### src/rtl/wallace_mult_pipe.sv
// -----------------------------------------------------------------------------
// wallace_mult_pipe
//
// Pipelined WIDTH x WIDTH Wallace-tree multiplier with a valid/ready stream
// interface and a per-transaction signed/unsigned mode.
//
//   S1: registers in_a, in_b, in_signed
//   S2: registers the two rows (sum / carry) left by the Wallace reduction of
//       the S1 partial products (Baugh-Wooley in signed mode)
//   S3: registers the ripple-carry sum of the S2 rows into out_p
//
// All ranks move together on adv = !v3 | out_ready, so a stalled output
// freezes the whole pipe while empty output slots let bubbles collapse.
//
// Ports:
//   clk        clock, rising edge
//   rst_n      asynchronous active-low reset
//   in_valid   operands valid            in_ready   operands accepted (= adv)
//   in_a       multiplicand (WIDTH)      in_b       multiplier (WIDTH)
//   in_signed  1: two's complement operands, 0: unsigned
//   out_valid  out_p holds a product     out_ready  consumer accepts product
//   out_p      product, 2*WIDTH bits, modulo 2^(2*WIDTH)
// -----------------------------------------------------------------------------
module wallace_mult_pipe #(
   parameter int WIDTH = 8
) (
   input  logic               clk,
   input  logic               rst_n,
   input  logic               in_valid,
   output logic               in_ready,
   input  logic [WIDTH-1:0]   in_a,
   input  logic [WIDTH-1:0]   in_b,
   input  logic               in_signed,
   output logic               out_valid,
   input  logic               out_ready,
   output logic [2*WIDTH-1:0] out_p
);

   localparam int PW     = 2 * WIDTH;  // product / column count
   localparam int H      = WIDTH + 4;  // column height bound, with margin for incoming carries
   localparam int LAYERS = 16;         // enough 3:2 layers to bring WIDTH+1 rows down to 2 for WIDTH<=32

   // Builds the partial-product columns and reduces them with layers of full
   // and half adders until every column holds at most two bits. Returns
   // {carry_row, sum_row}. Everything indexed by cnt[] is fixed by WIDTH, so
   // the loops unroll into a static adder tree.
   function automatic logic [2*PW-1:0] wallace_rows(
      input logic [WIDTH-1:0] a,
      input logic [WIDTH-1:0] b,
      input logic             sgn
   );
      logic [H-1:0]  col  [PW];
      logic [H-1:0]  nxt  [PW];
      int            cnt  [PW];
      int            ncnt [PW];
      logic [PW-1:0] row0;
      logic [PW-1:0] row1;
      logic          x, y, z, s, c;
      int            rem;

      for (int k = 0; k < PW; k++) begin
         col[k] = '0;
         cnt[k] = 0;
      end

      // AND array; in signed mode, bits that pair exactly one operand MSB with
      // a non-MSB bit are inverted (Baugh-Wooley).
      for (int i = 0; i < WIDTH; i++) begin
         for (int j = 0; j < WIDTH; j++) begin
            x = a[j] & b[i];
            if (sgn && ((i == WIDTH-1) != (j == WIDTH-1))) x = ~x;
            col[i+j][cnt[i+j]] = x;
            cnt[i+j]++;
         end
      end

      // Baugh-Wooley correction constants, present only in signed mode.
      col[WIDTH][cnt[WIDTH]] = sgn;
      cnt[WIDTH]++;
      col[PW-1][cnt[PW-1]] = sgn;
      cnt[PW-1]++;

      for (int l = 0; l < LAYERS; l++) begin
         for (int k = 0; k < PW; k++) begin
            nxt[k]  = '0;
            ncnt[k] = 0;
         end
         for (int k = 0; k < PW; k++) begin
            if (cnt[k] < 3) begin
               // Short columns pass straight through to the next layer.
               for (int m = 0; m < 3; m++) begin
                  if (m < cnt[k] && ncnt[k] < H) begin
                     nxt[k][ncnt[k]] = col[k][m];
                     ncnt[k]++;
                  end
               end
            end else begin
               for (int g = 0; g < H/3; g++) begin
                  if (3*g + 3 <= cnt[k]) begin
                     x = col[k][3*g];
                     y = col[k][3*g+1];
                     z = col[k][3*g+2];
                     s = x ^ y ^ z;
                     c = (x & y) | (x & z) | (y & z);
                     if (ncnt[k] < H) begin
                        nxt[k][ncnt[k]] = s;
                        ncnt[k]++;
                     end
                     // Carries leaving the top column fall off: result is mod 2^PW.
                     if (k < PW-1) begin
                        if (ncnt[k+1] < H) begin
                           nxt[k+1][ncnt[k+1]] = c;
                           ncnt[k+1]++;
                        end
                     end
                  end
               end
               rem = cnt[k] - 3 * (cnt[k] / 3);
               if (rem == 2) begin
                  x = col[k][cnt[k]-2];
                  y = col[k][cnt[k]-1];
                  if (ncnt[k] < H) begin
                     nxt[k][ncnt[k]] = x ^ y;
                     ncnt[k]++;
                  end
                  if (k < PW-1) begin
                     if (ncnt[k+1] < H) begin
                        nxt[k+1][ncnt[k+1]] = x & y;
                        ncnt[k+1]++;
                     end
                  end
               end else if (rem == 1) begin
                  if (ncnt[k] < H) begin
                     nxt[k][ncnt[k]] = col[k][cnt[k]-1];
                     ncnt[k]++;
                  end
               end
            end
         end
         for (int k = 0; k < PW; k++) begin
            col[k] = nxt[k];
            cnt[k] = ncnt[k];
         end
      end

      for (int k = 0; k < PW; k++) begin
         row0[k] = (cnt[k] > 0) ? col[k][0] : 1'b0;
         row1[k] = (cnt[k] > 1) ? col[k][1] : 1'b0;
      end
      return {row1, row0};
   endfunction

   // Ripple-carry adder; the final carry-out is dropped.
   function automatic logic [PW-1:0] ripple_add(
      input logic [PW-1:0] x,
      input logic [PW-1:0] y
   );
      logic [PW-1:0] sum;
      logic          cy;
      cy = 1'b0;
      for (int k = 0; k < PW; k++) begin
         sum[k] = x[k] ^ y[k] ^ cy;
         cy     = (x[k] & y[k]) | (cy & (x[k] ^ y[k]));
      end
      return sum;
   endfunction

   // Pipeline state
   logic             v1_q, v1_d, v2_q, v2_d, v3_q, v3_d;
   logic [WIDTH-1:0] a_q, a_d, b_q, b_d;
   logic             sgn_q, sgn_d;
   logic [PW-1:0]    rs_q, rs_d, rc_q, rc_d;
   logic [PW-1:0]    p_q, p_d;
   logic             adv;

   // NOTE: every signal assigned in always_comb gets a value on every path
   // (here via the hold branch of each ternary), otherwise a latch is inferred.
   always_comb begin
      adv      = !v3_q | out_ready;
      in_ready = adv;

      v1_d  = adv ? in_valid : v1_q;
      v2_d  = adv ? v1_q     : v2_q;
      v3_d  = adv ? v2_q     : v3_q;

      a_d   = adv ? in_a      : a_q;
      b_d   = adv ? in_b      : b_q;
      sgn_d = adv ? in_signed : sgn_q;

      {rc_d, rs_d} = adv ? wallace_rows(a_q, b_q, sgn_q) : {rc_q, rs_q};

      p_d   = adv ? ripple_add(rs_q, rc_q) : p_q;
   end

   // NOTE: sequential state uses non-blocking assignments so every flop samples
   // the pre-edge value of its neighbours regardless of statement order.
   always_ff @(posedge clk or negedge rst_n) begin
      if (!rst_n) begin
         v1_q  <= 1'b0;
         v2_q  <= 1'b0;
         v3_q  <= 1'b0;
         a_q   <= '0;
         b_q   <= '0;
         sgn_q <= 1'b0;
         rs_q  <= '0;
         rc_q  <= '0;
         p_q   <= '0;
      end else begin
         v1_q  <= v1_d;
         v2_q  <= v2_d;
         v3_q  <= v3_d;
         a_q   <= a_d;
         b_q   <= b_d;
         sgn_q <= sgn_d;
         rs_q  <= rs_d;
         rc_q  <= rc_d;
         p_q   <= p_d;
      end
   end

   assign out_valid = v3_q;
   assign out_p     = p_q;

endmodule
### config.mk
export PLATFORM = sky130hd
export DESIGN_NAME = wallace_mult_pipe
export DESIGN_NICKNAME = d
export VERILOG_FILES = /design/src/rtl/wallace_mult_pipe.sv
export SDC_FILE = /design/constraint.sdc
export NUM_CORES = 1
export LEC_CHECK = 0
export ABC_AREA = 1
export BUFFER_PORTS_ARGS = -buffer_cell sky130_fd_sc_hd__buf_2
export CAP_MARGIN = 20
export CORE_MARGIN = 4
export CORE_UTILIZATION = 55
export DETAILED_ROUTE_END_ITERATION = 12
export PLACE_DENSITY = 0.75
export SKIP_LAST_GASP = 1
export SLEW_MARGIN = 0
export SYNTH_ARGS = -nofsm -noshare
export SYNTH_HDL_FRONTEND = slang
export SYNTH_SLANG_ARGS = --single-unit
### constraint.sdc
create_clock -name clk -period 13.22 [get_ports clk]
set_input_delay 1.983 -clock clk [delete_from_list [all_inputs] [get_ports clk]]
set_output_delay 1.983 -clock clk [all_outputs]
set_load 0.01 [all_outputs]
## After elaboration in Yosys (flattened, before gate mapping)

Index checks and enable logic that the tools add are counted.

- Output and inout bits: 18
- Flip-flop bits (word level): 59
- Word-level logic and storage cells: 463

- Reductions and logical operators: 1
- Muxes and demuxes: 14
- Bitwise logic cells: 439

Operators by type and width:

| cell | number |
|---|---|
| 1-bit AND | 219 |
| 1-bit bitwise XOR | 114 |
| 1-bit OR | 92 |
| 1-bit 2-to-1 mux | 14 |
| 1-bit inverter | 14 |
| 1-bit zero test | 1 |

## Longest topological paths before layout

- Word-level depth: 27
- Mapped depth: 23

## Worst setup path after synthesis

Ideal clock, no wire load.

- Path type: register -> register
- Start: reg sgn_q
- End: reg rs_q[14]
- Slack: 8.261 ns
- Stages on the path, launching flop included: 17
- Data arrival time: 4.876 ns
- Path through: dfrtp_1 > clkbuf_1 > buf_4 > xor2_1 > inv_1 > fa_1 > inv_1 > fa_1 > fa_1 > inv_1 > fa_1 > fa_1 > fa_1 > fa_1 > inv_1 > fa_1 > o21ai_0

- Word-level cells in the longest chain between the ends: 24
- Elaborated cells between the ends (all ways): 146
- Classes of those cells: 14 x mux; 132 x bitwise

RTL lines:

| item | line | source |
|---|---|---|
| start, declared | 171 | `logic sgn_q, sgn_d;` |
| start signal, assigned | 214 | `sgn_q <= sgn_d;` |
| 1-bit 2-to-1 mux | 71 | `if (sgn && ((i == WIDTH-1) != (j == WIDTH-1))) x = ~x;` |
| 1-bit AND | 104 | `c = (x & y) \| (x & z) \| (y & z);` |
| 1-bit OR (2 in a row) | 104 |  |
| 1-bit AND | 104 |  |
| 1-bit OR (2 in a row) | 104 |  |
| 1-bit AND | 104 |  |
| 1-bit OR (2 in a row) | 104 |  |
| 1-bit AND | 104 |  |
| 1-bit OR (2 in a row) | 104 |  |
| 1-bit AND | 104 |  |
| 1-bit OR (2 in a row) | 104 |  |
| 1-bit AND | 104 |  |
| 1-bit OR (2 in a row) | 104 |  |
| 1-bit AND | 104 |  |
| 1-bit OR (2 in a row) | 104 |  |
| 1-bit bitwise XOR (*) (2 in a row) | 103 | `s = x ^ y ^ z;` |
| end signal, assigned | 215 | `rs_q <= rs_d;` |
| end, declared | 172 | `logic [PW-1:0] rs_q, rs_d, rc_q, rc_d;` |

Mark *: on every way between the ends. The rest lies on a longest branch, timed or not.
A chain may end at the register's enable or synchronous reset.

## Final worst setup path

- Start: in out_ready
- End: out in_ready

- Word-level cells in the longest chain between the ends: 1

RTL lines:

| item | line | source |
|---|---|---|
| start, declared | 35 | `input logic out_ready,` |
| 1-bit OR | 179 | `adv = !v3_q \| out_ready;` |
| end, declared | 30 | `output logic in_ready,` |

No other way between the ends.

==> impl_metrics.env <==
export IMPL_slowest_delay_ns=0.51
export IMPL_cts_htree_levels=3
export IMPL_dp_cells=585
export IMPL_ys_flop_type="dfrtp_1"
export IMPL_async_flop_share_pct=100
export IMPL_fin_crit_sh_pct=41.4
export IMPL_crit_top_cell="buf_2"
export IMPL_vias=2870
export IMPL_fin_skew_ns=0.0120
export IMPL_setup_tns_ns=0
export IMPL_synth_most_common_cell="nand2_1"
export IMPL_path_cells="buf_2 -> nor2_4 -> buf_4 -> inv_2 -> buf_2"
export IMPL_grt_max_degree=63
export IMPL_leakage_nw=2.55
export IMPL_dpl_hpwl_mm=5.50
export IMPL_synth_edf_count=0
export IMPL_crit_buf_inv=4
export IMPL_ys_warn_count=0
export IMPL_slew_limit_headroom_pct=43.2
export IMPL_startpoint_type="primary input"
export IMPL_cts_sinks=59
export IMPL_hold_slack_ns=0.471
export IMPL_synth_fp_nets=560
export IMPL_wl_met3_microns=362
export IMPL_met2_length_mm=3.95
export IMPL_met1Wirelength_mm=3.31
export IMPL_tightest_slew_ns=0.851
export IMPL_outcome="finished clean"
export IMPL_cts_resized=0
export IMPL_synth_top_area_share_pct=36.2
export IMPL_critPathLaunch="out_ready"
export IMPL_viasPerCell=4.78
export IMPL_io_buffers=38
export IMPL_synth_cells=476
export IMPL_antenna_found_initial=0
export IMPL_ir_drop_mv=0.150
export IMPL_clk_root_buffer_cell="clkbuf_8"
export IMPL_syn_area_sq_um=4080
export IMPL_p_switching_mw=0.497
export IMPL_ant_nets=0
export IMPL_core_area_sq_um=7210
export IMPL_synth_seq_cells=59
export IMPL_drt_initial_drc_count=162
export IMPL_place_congestion=0.850
export IMPL_seqPwrFrac_pct=28.5
export IMPL_cp_slowest_cell="inv_2"
export IMPL_drt_total_wl_mm=7.74
export IMPL_clock_path_buffers=2
export IMPL_cts_hold_buf=0
export IMPL_period_needed_ns=5.47
export IMPL_cp_max_fo=62
export IMPL_worstHoldStart="v2_q"
export IMPL_rsz0062_at_grt="no"
export IMPL_fillCellCount=641
export IMPL_drive_gt1_share_pct=11.8
export IMPL_grt_use_total_pct=20.0
export IMPL_hold_path_class="reg2reg"
export IMPL_drt_first_pass_iters=4
export IMPL_rows=31
export IMPL_grt_pass1_wl_mm=13.7
export IMPL_power_density_nw_per_um2=253
export IMPL_postCtsSetupRepairBufs=0
export IMPL_synth_area_leader_cell="dfrtp_1"
export IMPL_worstSetupEndpointType="output pin"
export IMPL_num_nets_final=581
export IMPL_gr_total_overflow=0
export IMPL_setup_ws_ns=7.75
export IMPL_arrival_ns=3.49
export IMPL_cap_viol_max_count=0
export IMPL_ys_seq_area_share_pct=36.2
export IMPL_cts_tree="built"
export IMPL_internal_power_mw=0.650
export IMPL_ys_types=16
export IMPL_cts_buffers=9
export IMPL_syn_avg_cell_area_sq_um=8.57
export IMPL_switching_share_pct=43.4
export IMPL_clkPwrFrac_pct=17.9
export IMPL_synth_common_cells="nand2_1 (200), inv_1 (84), dfrtp_1 (59)"
export IMPL_cp_top_family="buffers and inverters"
export IMPL_drcViolationCount=0
export IMPL_fmax_mhz=183
export IMPL_area_growth_pct=11.0
export IMPL_routedWlPerCell_microns=12.9
export IMPL_grt_pass1_vias=2906
export IMPL_critPathKind="in2out"
export IMPL_path_clk_slew_ns=0.07
export IMPL_synth_area_leaders="dfrtp_1 (36%), fa_1 (24%), nand2_1 (18%), inv_1 (7.7%), ha_1 (4.6%)"
export IMPL_critPathRequiredTime_ns=11.24
export IMPL_die_h_microns=94.1
export IMPL_chipWidth_microns=94.1
export IMPL_slew_violations=0
export IMPL_pre_cts_slack_ns=7.72
export IMPL_hold_viol=0
export IMPL_finalNonFillerCells=601
export IMPL_antenna_cells=0
export IMPL_clock_latency_ns=0.34
export IMPL_combPwrFrac_pct=53.6
export IMPL_setup_viol=0
export IMPL_reg2reg_from="sgn_q"
export IMPL_ios=39
export IMPL_highest_layer="met4"
export IMPL_start_util_pct=56.5
export IMPL_dieArea_sq_um=8860
final timing paths:
kind	endpoint	slack [ns]	cells after the start
setup / recovery	in_ready	7.75	5
hold / removal	out_valid	0.47	1
setup reg to reg	rs_q[14]	8.04	14
hold reg to reg	out_valid	0.47	1
max in group asynchronous	b_q[3]	10.93	2
min in group asynchronous	out_p[15]	1.80	2
metal layers:
metal  up-vias  global-route usage (%)
li1       1402                       -
met1      1383                    26.2
met2        75                    33.5
met3        10                    3.45
met4         0                    7.46
met5         -                       0
through the flow:
step,cell area (sq um),power (mW),util (%)
after floorplan,4080,0.800,-
after global placement,4280,0.931,59.3
after detailed placement,4280,0.958,59.3
after CTS,4530,1.17,62.7
after global routing,4530,1.30,62.7
final,4530,1.15,62.7
cell families after synthesis:
family	Yosys count	synth area share, %
xor+xnor	13	2.79
flops	59	36.2
buf+inv	115	11.0
simple gates	206	19.4
compound gates	20	2.45
fa+ha+maj	63	28.2
layout by cell type, fill, tap and decap left out:
cell type	instances
dfrtp_1	59
nand3_1	3
bufinv_16	3
nand2_1	200
buf_4	2
fa_1	48
inv_1	84
inv_2	1
clkinv_2	1
inv_6	1
nor2_4	1
o21ai_0	20
nand3b_1	1
buf_2	38
xor2_1	13
or2_2	1
clkinvlp_4	1
ha_1	15
clkbuf_8	10
cell type report:
| type | count | area (sq um) | share of cell area (%) |
|---|---|---|---|
| Multi-Input combinational cell | 302 | 2150 | 47.6 |
| Tap cell | 99 | 124 | 2.74 |
| Clock buffer | 10 | 138 | 3.04 |
| Inverter | 85 | 319 | 7.05 |
| Timing Repair Buffer | 40 | 205 | 4.53 |
| Sequential cell | 59 | 1480 | 32.6 |
| Clock inverter | 6 | 111 | 2.46 |
worst reg2reg max path: stages (launching register included):
cell and delay (ns):
dfrtp_1 0.73, xor2_1 0.20, inv_1 0.08, fa_1 0.53, inv_1 0.06, fa_1 0.50
fa_1 0.55, inv_1 0.05, fa_1 0.44, fa_1 0.46, fa_1 0.46, fa_1 0.42
inv_1 0.08, fa_1 0.37, o21ai_0 0.17
state kept, by name (all words and copies together) (netlist names):
register,count
a_q,8
b_q,8
out_p,16
out_valid,1
rc_q,7
rs_q,16
sgn_q,1
v1_q,1
v2_q,1
power groups by stage:
stage               clock [mW]  sequential, mW  combinational (mW)
finish                   0.206           0.327               0.615
global route             0.217           0.338               0.749
CTS                      0.209           0.327               0.638
detailed placement           0           0.329               0.629
global placement             0           0.326               0.605
floorplan                    0           0.302               0.497
Note: power is estimated with default switching activity, not from simulation.
